--- src/rtl/aes_pkg.sv ---
// Shared AES inverse-cipher helpers: round-mode encodings, GF(2^8) multiplies (modulus 0x11b)
// and the InvShiftRows / InvMixColumns transforms on a FIPS-197 column-major 128-bit state.
package aes_pkg;

    localparam int NUM_STAGES = 4;

    typedef enum logic [1:0] {
        MODE_NORMAL  = 2'd0,
        MODE_FINAL   = 2'd1,
        MODE_KEYONLY = 2'd2,
        MODE_RSVD    = 2'd3
    } aes_mode_e;

    function automatic logic [7:0] gm2(input logic [7:0] b);
        return {b[6:0], 1'b0} ^ (b[7] ? 8'h1b : 8'h00);
    endfunction

    function automatic logic [7:0] gm09(input logic [7:0] b);
        return gm2(gm2(gm2(b))) ^ b;
    endfunction

    function automatic logic [7:0] gm11(input logic [7:0] b);
        return gm2(gm2(gm2(b))) ^ gm2(b) ^ b;
    endfunction

    function automatic logic [7:0] gm13(input logic [7:0] b);
        return gm2(gm2(gm2(b))) ^ gm2(gm2(b)) ^ b;
    endfunction

    function automatic logic [7:0] gm14(input logic [7:0] b);
        return gm2(gm2(gm2(b))) ^ gm2(gm2(b)) ^ gm2(b);
    endfunction

    function automatic logic [31:0] inv_mixw(input logic [31:0] w);
        logic [7:0] a0, a1, a2, a3;
        a0 = w[31:24];
        a1 = w[23:16];
        a2 = w[15:8];
        a3 = w[7:0];
        return {gm14(a0) ^ gm11(a1) ^ gm13(a2) ^ gm09(a3),
                gm09(a0) ^ gm14(a1) ^ gm11(a2) ^ gm13(a3),
                gm13(a0) ^ gm09(a1) ^ gm14(a2) ^ gm11(a3),
                gm11(a0) ^ gm13(a1) ^ gm09(a2) ^ gm14(a3)};
    endfunction

    function automatic logic [127:0] inv_mixcolumns(input logic [127:0] s);
        logic [127:0] r;
        r = '0;
        for (int c = 0; c < 4; c++) begin
            r[127-32*c -: 32] = inv_mixw(s[127-32*c -: 32]);
        end
        return r;
    endfunction

    // Row r rotates right by r columns: out[r][c] = in[r][(c - r) mod 4].
    function automatic logic [127:0] inv_shiftrows(input logic [127:0] s);
        logic [127:0] r;
        r = '0;
        for (int c = 0; c < 4; c++) begin
            for (int row = 0; row < 4; row++) begin
                r[127-8*(4*c+row) -: 8] = s[127-8*(4*((c+4-row)%4)+row) -: 8];
            end
        end
        return r;
    endfunction

endpackage

--- src/rtl/aes_inv_round_pipe_if.sv ---
// Beat handshake between the key scheduler side, the inverse round pipe and the round controller.
interface aes_inv_round_pipe_if #(
    parameter int TAG_W = 4
);
    logic             in_valid;
    logic             in_ready;
    logic [127:0]     in_block;
    logic [1:0]       in_mode;
    logic [TAG_W-1:0] in_tag;
    logic             out_valid;
    logic             out_ready;
    logic [127:0]     out_block;
    logic [TAG_W-1:0] out_tag;
    logic             out_err;

    modport master (
        output in_valid, in_block, in_mode, in_tag, out_ready,
        input  in_ready, out_valid, out_block, out_tag, out_err
    );

    modport slave (
        input  in_valid, in_block, in_mode, in_tag, out_ready,
        output in_ready, out_valid, out_block, out_tag, out_err
    );
endinterface

--- src/rtl/aes_inv_mixcolumns.sv ---
// Combinational InvMixColumns over all four columns; also used by the equivalent-inverse key path.
module aes_inv_mixcolumns
    import aes_pkg::*;
(
    input  logic [127:0] state,
    output logic [127:0] result
);
    assign result = inv_mixcolumns(state);
endmodule

--- src/rtl/aes_inv_round_pipe.sv ---
// One AES inverse round per beat in four register stages sharing a single advance signal;
// the inverse S-box sits outside and is looked up combinationally from the stage-1 register.
module aes_inv_round_pipe
    import aes_pkg::*;
#(
    parameter int TAG_W        = 4,
    parameter bit KEY_AT_ENTRY = 1'b1
) (
    input  logic                clk,
    input  logic                reset_n,
    aes_inv_round_pipe_if.slave bus,
    input  logic [127:0]        round_key,
    output logic [127:0]        sbox_in,
    input  logic [127:0]        sbox_out,
    output logic [2:0]          occupancy
);

    logic             s1_valid, s2_valid, s3_valid, s4_valid;
    aes_mode_e        s1_mode, s2_mode, s3_mode, s4_mode;
    logic [127:0]     s1_data, s2_data, s3_data, s4_data;
    logic [127:0]     s1_key, s2_key;
    logic [TAG_W-1:0] s1_tag, s2_tag, s3_tag, s4_tag;

    logic             adv;
    logic             accept;
    logic             drain;
    aes_mode_e        in_mode_e;
    logic [127:0]     s1_next, s2_next, s3_next, s4_next;
    logic [127:0]     stage3_key;
    logic [127:0]     mix_result;
    logic [2:0]       valid_count;

    assign adv       = !s4_valid || bus.out_ready;
    assign accept    = bus.in_valid && adv;
    assign drain     = s4_valid && bus.out_ready;
    assign in_mode_e = aes_mode_e'(bus.in_mode);

    assign bus.in_ready  = adv;
    assign bus.out_valid = s4_valid;
    assign bus.out_block = s4_data;
    assign bus.out_tag   = s4_tag;
    assign bus.out_err   = s4_valid && (s4_mode == MODE_RSVD);
    assign sbox_in       = s1_data;

    aes_inv_mixcolumns u_mix (
        .state  (s3_data),
        .result (mix_result)
    );

    // Key-only beats bypass the permutation and substitution; final beats skip the column mix.
    always_comb begin
        s1_next    = (in_mode_e == MODE_KEYONLY) ? bus.in_block : inv_shiftrows(bus.in_block);
        s2_next    = (s1_mode == MODE_KEYONLY) ? s1_data : sbox_out;
        stage3_key = KEY_AT_ENTRY ? s2_key : round_key;
        s3_next    = s2_data ^ stage3_key;
        s4_next    = (s3_mode == MODE_NORMAL || s3_mode == MODE_RSVD) ? mix_result : s3_data;
    end

    always_ff @(posedge clk or negedge reset_n) begin
        if (!reset_n) begin
            s1_valid <= 1'b0;
            s2_valid <= 1'b0;
            s3_valid <= 1'b0;
            s4_valid <= 1'b0;
            s1_mode  <= MODE_NORMAL;
            s2_mode  <= MODE_NORMAL;
            s3_mode  <= MODE_NORMAL;
            s4_mode  <= MODE_NORMAL;
            s1_data  <= '0;
            s2_data  <= '0;
            s3_data  <= '0;
            s4_data  <= '0;
            s1_key   <= '0;
            s2_key   <= '0;
            s1_tag   <= '0;
            s2_tag   <= '0;
            s3_tag   <= '0;
            s4_tag   <= '0;
        end else if (adv) begin
            s1_valid <= bus.in_valid;
            s1_mode  <= in_mode_e;
            s1_data  <= s1_next;
            s1_key   <= KEY_AT_ENTRY ? round_key : '0;
            s1_tag   <= bus.in_tag;

            s2_valid <= s1_valid;
            s2_mode  <= s1_mode;
            s2_data  <= s2_next;
            s2_key   <= s1_key;
            s2_tag   <= s1_tag;

            s3_valid <= s2_valid;
            s3_mode  <= s2_mode;
            s3_data  <= s3_next;
            s3_tag   <= s2_tag;

            s4_valid <= s3_valid;
            s4_mode  <= s3_mode;
            s4_data  <= s4_next;
            s4_tag   <= s3_tag;
        end
    end

    always_ff @(posedge clk or negedge reset_n) begin
        if (!reset_n) begin
            occupancy <= '0;
        end else begin
            case ({accept, drain})
                2'b10:   occupancy <= occupancy + 3'd1;
                2'b01:   occupancy <= occupancy - 3'd1;
                default: occupancy <= occupancy;
            endcase
        end
    end

    assign valid_count = 3'(s1_valid) + 3'(s2_valid) + 3'(s3_valid) + 3'(s4_valid);

    occupancy_matches_valids: assert property (
        @(posedge clk) disable iff (!reset_n) occupancy == valid_count
    );

endmodule

--- src/flat_wrapper.sv ---
// flat-port wrapper written by rule: the top's interface ports become plain ports
module aes_inv_round_pipe_flat import aes_pkg::*;
#(
    parameter int TAG_W        = 4,
    parameter bit KEY_AT_ENTRY = 1'b1
)
  (clk, reset_n, round_key, sbox_in, sbox_out, occupancy, bus_in_valid, bus_in_block, bus_in_mode, bus_in_tag, bus_out_ready, bus_in_ready, bus_out_valid, bus_out_block, bus_out_tag, bus_out_err);
  aes_inv_round_pipe_if #(.TAG_W(TAG_W)) bus_i ();
  input  logic clk;
  input  logic reset_n;
  input  logic [127:0] round_key;
  output logic [127:0] sbox_in;
  input  logic [127:0] sbox_out;
  output logic [2:0] occupancy;
  input wire logic [$bits(bus_i.in_valid)-1:0] bus_in_valid;
  input wire logic [$bits(bus_i.in_block)-1:0] bus_in_block;
  input wire logic [$bits(bus_i.in_mode)-1:0] bus_in_mode;
  input wire logic [$bits(bus_i.in_tag)-1:0] bus_in_tag;
  input wire logic [$bits(bus_i.out_ready)-1:0] bus_out_ready;
  output wire logic [$bits(bus_i.in_ready)-1:0] bus_in_ready;
  output wire logic [$bits(bus_i.out_valid)-1:0] bus_out_valid;
  output wire logic [$bits(bus_i.out_block)-1:0] bus_out_block;
  output wire logic [$bits(bus_i.out_tag)-1:0] bus_out_tag;
  output wire logic [$bits(bus_i.out_err)-1:0] bus_out_err;
  assign bus_i.in_valid = bus_in_valid;
  assign bus_i.in_block = bus_in_block;
  assign bus_i.in_mode = bus_in_mode;
  assign bus_i.in_tag = bus_in_tag;
  assign bus_i.out_ready = bus_out_ready;
  assign bus_in_ready = bus_i.in_ready;
  assign bus_out_valid = bus_i.out_valid;
  assign bus_out_block = bus_i.out_block;
  assign bus_out_tag = bus_i.out_tag;
  assign bus_out_err = bus_i.out_err;
  aes_inv_round_pipe #(.TAG_W(TAG_W), .KEY_AT_ENTRY(KEY_AT_ENTRY)) u_core (.clk(clk), .reset_n(reset_n), .bus(bus_i), .round_key(round_key), .sbox_in(sbox_in), .sbox_out(sbox_out), .occupancy(occupancy));
endmodule
--- config.mk ---
export PLATFORM = sky130hd
export DESIGN_NAME = aes_inv_round_pipe_flat
export DESIGN_NICKNAME = d
export VERILOG_FILES = /design/src/rtl/aes_pkg.sv /design/src/rtl/aes_inv_round_pipe_if.sv /design/src/rtl/aes_inv_mixcolumns.sv /design/src/rtl/aes_inv_round_pipe.sv /design/src/flat_wrapper.sv
export SDC_FILE = /design/constraint.sdc
export NUM_CORES = 2
export LEC_CHECK = 0
export CAP_MARGIN = 20
export CORE_ASPECT_RATIO = 2
export CORE_MARGIN = 2
export CORE_UTILIZATION = 28
export CTS_CLUSTER_DIAMETER = 100
export CTS_CLUSTER_SIZE = 28
export DETAILED_ROUTE_END_ITERATION = 8
export GPL_ROUTABILITY_DRIVEN = 1
export SKIP_LAST_GASP = 1
export SLEW_MARGIN = 25
export SYNTH_ARGS = -nofsm -noshare
export SYNTH_HDL_FRONTEND = slang
export SYNTH_SLANG_ARGS = --single-unit
--- constraint.sdc ---
create_clock -name clk -period 2.5 [get_ports clk]
set_clock_uncertainty 0.2 [all_clocks]
set_input_delay 0.75 -clock clk [delete_from_list [all_inputs] [get_ports clk]]
set_output_delay 0.75 -clock clk [all_outputs]
set_load 0.02 [all_outputs]
### Word level (Yosys, flattened, before mapping)

Index checks and enable logic that the tools add are counted.

* mux-type cells: 52
* reductions and logical operators: 8
* equality and inequality tests: 6
* bitwise logic cells: 193
* add/subtract/negate cells: 2

Operators with widths (number)
* $xor 8x8->8: 155
* $xor 8x5->8: 37
* $mux 128: 2
* $mux 5: 48
* $xor 128x128->128: 1
* $mux 120: 1
* $eq 2x2->1 const B: 5
* $pmux 3 s2: 1
* $add 3x1->3 const B: 1
* $logic_and 1x1->1: 3
* $sub 3x1->3 const B: 1
* $eq 2x1->1 const B: 1
* $logic_not 2->1: 1
* $logic_or 1x1->1: 2
* $reduce_bool 2->1: 1
* $logic_not 1->1: 1

* flip-flop bits (word level): 799

### Longest topological paths before layout

* word-level depth: 12
* gate-level depth with buffers: 13

### Hierarchy

From an unflattened synthesis, not the netlist that was laid out.

* cell total of the unflattened synthesis: 4347
* area total of the unflattened synthesis: 42478.2 um^2

By module, submodules not included
* aes_inv_round_pipe: cells an instance 3557, area an instance 33642.3 um^2, sequential area each 19994.2 um^2, times used 1
* aes_inv_mixcolumns: cells an instance 790, area an instance 8836.0 um^2, sequential area each 0.0 um^2, times used 1

### Least setup slack after synthesis

Ideal clock, no wire load.

* kind: input-to-reg
* start point: in bus_out_ready
* end point: reg u_core.occupancy[2]
* buffers on the path: 4
* setup slack: -0.575 ns
* cell stages on the path: 13
* setup time: 0.079 ns
* arrival time: 2.796 ns
* path through: nor2b_1 > clkbuf_1 > buf_2 > inv_2 > buf_2 > clkbuf_1 > nand2_1 > ha_1 > inv_1 > fa_1 > xor2_1 > nor2_1 > xor2_1

* word-level cells in the longest chain between the ends: 4
* elaborated cells between the ends (all ways): 7
* classes of those cells: eq/ne (2); mux (1); reduce/logical (4)

RTL lines
* start: declaration: RTL line flat_wrapper.sv:19 `input wire logic [$bits(bus_i.out_ready)-1:0] bus_out_ready;`
* $logic_or 1x1->1: RTL line aes_inv_round_pipe.sv:33 `assign adv = !s4_valid || bus.out_ready;`
* $logic_and 1x1->1: RTL line aes_inv_round_pipe.sv:34 `assign accept = bus.in_valid && adv;`
* $eq 2x1->1 / $eq 2x2->1 (equally long branches): RTL line aes_inv_round_pipe.sv:108 `case ({accept, drain})`
* $pmux 3 s2 / $reduce_bool 2->1 (equally long branches)
* end signal: assignment: RTL line aes_inv_round_pipe.sv:109 `2'b10: occupancy <= occupancy + 3'd1;`
* end signal: assignment: RTL line aes_inv_round_pipe.sv:110 `2'b01: occupancy <= occupancy - 3'd1;`
* end signal: assignment: RTL line aes_inv_round_pipe.sv:111 `default: occupancy <= occupancy;`
* end: declaration: RTL line aes_inv_round_pipe.sv:15 `output logic [2:0] occupancy`

Parallel ways exist; a longest one is shown, timed or not.
A chain may end at the register's enable or synchronous reset.

### Worst setup path after layout

* start point: reg u_core.s3_data[71]
* end point: reg u_core.s4_data[70] (netlist: u_core.bus.out_block[70])

* word-level cells in the longest chain between the ends: 8

RTL lines
* start: declaration: RTL line aes_inv_round_pipe.sv:20 `logic [127:0] s1_data, s2_data, s3_data, s4_data;`
* start signal: assignment: RTL line aes_inv_round_pipe.sv:94 `s3_data <= s3_next;`
* $mux 5: RTL line aes_pkg.sv:15 `return {b[6:0], 1'b0} ^ (b[7] ? 8'h1b : 8'h00);`
* $xor 8x5->8 (3 in series): RTL line aes_pkg.sv:15
* $xor 8x8->8 (2 in series): RTL line aes_pkg.sv:31 `return gm2(gm2(gm2(b))) ^ gm2(gm2(b)) ^ gm2(b);`
* $xor 8x8->8: RTL line aes_pkg.sv:43 `gm11(a0) ^ gm13(a1) ^ gm09(a2) ^ gm14(a3)};`
* $mux 128: RTL line aes_inv_round_pipe.sv:56 `s4_next = (s3_mode == MODE_NORMAL || s3_mode == MODE_RSVD) ? mix_result : s3_data;`
* end signal: assignment: RTL line aes_inv_round_pipe.sv:99 `s4_data <= s4_next;`
* end: declaration: RTL line aes_inv_round_pipe.sv:20

Every way passes these cells.

==> out/qor.yml <==
synth-compound-area-share_pct: 6.57
end_kind: "flip-flop"
fin_setup_tns_ns: 0
grt_pass1_wl_mm: 240
cts_buffers: 36
rows: 201
areaGrowthSynthToFinish_pct: 31.6
fp.dieW_um: 278
die_area_um2: 154000
synthesis.area_um2: 42100
status: "complete, no violations"
yosysWarnings: 0
port-buffer-count: 659
start_util_pct: 28.1
die_y_um: 552
drc_errors: 0
fp.coreArea_um2: 150000
clockBufferDepth: 3
first_pass_iters: 5
antenna_left: 0
crit_family: "XOR/XNOR gates"
grt_pass1_vias: 34300
cts_tree: "built"
reg2reg_from: "u_core.s3_data[71]"
cts_root_buf: "clkbuf_16"
wl_per_cell_um: 23.0
wl_mm: 167
drv_cap: 0
hold_viol_final: 0
drv_slew: 0
vias: 33200
hold_class: "reg -> reg"
crit-reg2reg-capture: "u_core.bus.out_block[70]"
place_congestion: 0.989
worst-endpoint-arrival_ns: 2.82
antenna_found_initial: 28
tightest_slew_ns: 0.756
syn_nets: 4792
cp-startpoint: "u_core.s3_data[71]"
drt-initial-drc-count: 2064
grt_max_degree: 152
worstPathMaxFanout: 11
synth_xor_area_share_pct: 22.4
start_kind: "flip-flop"
critical_path_required_ns: 2.83
ff2ff_setup_slack_ns: 0.005
num_io_pins: 660
yosys.area_share.simple_pct: 14.7
setup_viol: 0
r2r_cells: 8
crit_slowest_cell: "dfrtp_1"
syn_inst: 4396
finalCritPeriodShare_pct: 99.8
nNetsFinal: 5669
place_hpwl_mm: 136
crit_buf_inv: 2
ys_seq_area_share_pct: 47.5
worstSkewPairLatency_ns: 0.64
synth_top_family_by_area: "XOR/XNOR gates"
htreeDepth: 2
crit_path_end: "u_core.bus.out_block[70]"
rsz0062_at_grt: "yes"
avgViaCountPerCell: 4.59
cts_sinks: 799
clk_pin_slew_ns: 0.11
max_stage_delay_ns: 0.41
crit_cells: 8
multi_input_area_um2: 21100
yosysUniqueCellTypes: 40
yosys-mux-area-fraction_pct: 5.35
fillers: 15400
seqCellArea_um2: 20000
worstPathCellList: "buf_12, xnor2_2, buf_4, xnor2_1, xnor3_4, xor2_1, nand2_1, a31oi_1"
drive_above_1_share_pct: 13.3
grtUsageTotal_pct: 21.4
postSynthAreaPerCell_um2: 9.57
fmax_ghz: 0.401
synth_fa_ha_area_share_pct: 0.0773
crit_type: "reg -> reg"
max-slew-margin-rel_pct: 48.2
grt-ovfl-total: 0
ys_ff_latch: 799
post-route-min-period_ns: 2.49
[layout by cell type (no fill, tap or decap), types with 3 or more instances in the layout]
| cell | Yosys | final |
|---|---|---|
| nand2_1 | 1498 | 1497 |
| dfrtp_1 | 799 | 763 |
| xnor2_1 | 616 | 590 |
| buf_4 | 10 | 492 |
| clkdlybuf4s50_1 | 0 | 391 |
| o21ai_0 | 368 | 368 |
| dlygate4sd2_1 | 0 | 236 |
| mux2i_1 | 225 | 225 |
| xor2_1 | 135 | 126 |
| nor2_1 | 105 | 105 |
| a31oi_1 | 91 | 91 |
| xnor3_1 | 99 | 88 |
| buf_12 | 0 | 43 |
| clkbuf_16 | 0 | 38 |
| dfrtp_2 | 0 | 36 |
| xnor2_2 | 10 | 31 |
| a21oi_1 | 31 | 31 |
| and3_1 | 16 | 16 |
| diode_2 | 0 | 14 |
| xnor3_2 | 2 | 13 |
| o21a_1 | 12 | 12 |
| o211ai_1 | 11 | 11 |
| xor2_2 | 2 | 10 |
| xor3_1 | 12 | 9 |
| clkdlybuf4s15_1 | 0 | 8 |
| xnor2_4 | 2 | 7 |
| xor3_2 | 1 | 4 |
| nor2b_4 | 0 | 3 |
| inv_1 | 4 | 3 |
| clkdlybuf4s15_2 | 0 | 3 |
[sequential cells by signal, indices dropped and copies added, names as in the netlist, 128 cells and up]
name                  cells
u_core.s3_data          128
u_core.s2_data          128
u_core.bus.out_block    128
u_core.sbox_in          128
u_core.s2_key           128
u_core.s1_key           128
[final cells by class]
class / instances / share of cell area (%)
Tap cell: 1928 / 4.36
Clock inverter: 9 / 0.226
Inverter: 5 / 0.0814
Multi-Input combinational cell: 3251 / 38.0
Antenna cell: 14 / 0.0633
Clock buffer: 38 / 1.72
Sequential cell: 799 / 36.2
Timing Repair Buffer: 1180 / 19.3
[tightest hold or removal path: cells and delay by family, from the launching register on]
| family | cells | cell delay [ns] |
|---|---|---|
| AND/OR/NAND/NOR | 2 | 0.10 |
| flip-flops | 1 | 0.35 |
[cells in the mapped netlist]
master,count,share of area [%]
nand2_1,1498,13
dfrtp_1,799,48
xnor2_1,616,13
o21ai_0,368,4.4
clkbuf_1,249,2.2
mux2i_1,225,5.4
xor2_1,135,2.8
nor2_1,105,0.94
xnor3_1,99,5.3
a31oi_1,91,1.4
buf_2,53,0.63
a21oi_1,31,0.37
buf_1,23,0.21
and3_1,16,0.24
o21a_1,12,0.21
xor3_1,12,0.68
o211ai_1,11,0.20
buf_4,10,0.18
xnor2_2,10,0.39
inv_1,4,0.036
buf_6,3,0.080
nor2b_1,3,0.045
clkbuf_2,2,0.024
o22ai_1,2,0.030
xnor2_4,2,0.13
xnor3_2,2,0.11
xor2_2,2,0.077
a211oi_1,1,0.018
and2_1,1,0.015
dlygate4sd1_1,1,0.021
fa_1,1,0.048
ha_1,1,0.030
inv_2,1,0.0089
nand2b_1,1,0.015
nand3_1,1,0.012
nand3b_1,1,0.018
o21ai_1,1,0.012
or2_2,1,0.015
xnor3_4,1,0.062
xor3_2,1,0.059
[how the worst min path moves through the flow]
| stage | depth (start not counted) | from | endpoint |
|---|---|---|---|
| final | 2 | u_core.s1_key[117] | u_core.s1_key[117] |
| after global routing | 2 | u_core.s1_key[61] | u_core.s1_key[61] |
| after CTS | 2 | u_core.s1_key[61] | u_core.s2_key[61] |
| after detailed placement | 2 | u_core.s1_key[17] | u_core.s1_key[17] |
| after global placement | 2 | u_core.s3_valid | u_core.s3_valid |
| after floorplan | 2 | u_core.s3_valid | u_core.s3_valid |
[layer usage]
| metal | global-route usage, % | up-vias | routed length, um |
|---|---|---|---|
| li1 | - | 15700 | - |
| met1 | 24.1 | 16100 | 63600 |
| met2 | 38.7 | 1059 | 84500 |
| met3 | 3.08 | 269 | 7970 |
| met4 | 11.6 | 2 | 10400 |
| met5 | 0 | - | 10 |
[per-stage QoR]
stage | hold slack, ns | cell area [um2] | setup WS, ns | std cells | utilization, %
after floorplan | 0.230 | 42100 | -0.180 | 4396 | -
after global placement | 0.243 | 54100 | -0.600 | 7150 | 36.1
after detailed placement | 0.255 | 54100 | -0.625 | 7150 | 36.1
after CTS | 0.278 | 55100 | -0.265 | 7203 | 36.8
after global routing | 0.299 | 55400 | -0.0645 | 7223 | 37.0
final | 0.275 | 55400 | 0.00549 | 7224 | 37.0
[cell families after synthesis]
group           after synthesis
simple gates               1627
xor+xnor                    880
flops                       799
compound gates              517
buf+inv                     346
mux                         225
fa+ha+maj                     2
[repair_timing]
| item | 4_1_cts | 5_1_grt |
|---|---|---|
| buffers inserted | 5 | 7 |
| hold endpoints to repair | 14 | 0 |
| endpoints found under the setup margin | 292 | 49 |
| resized for setup | 313 | 51 |
| pin swaps | 7 | 13 |
| hold buffers | 1 | 0 |
Power is not shown: default switching activity piles up to over one toggle a cycle in this logic, so the estimate is an artifact.
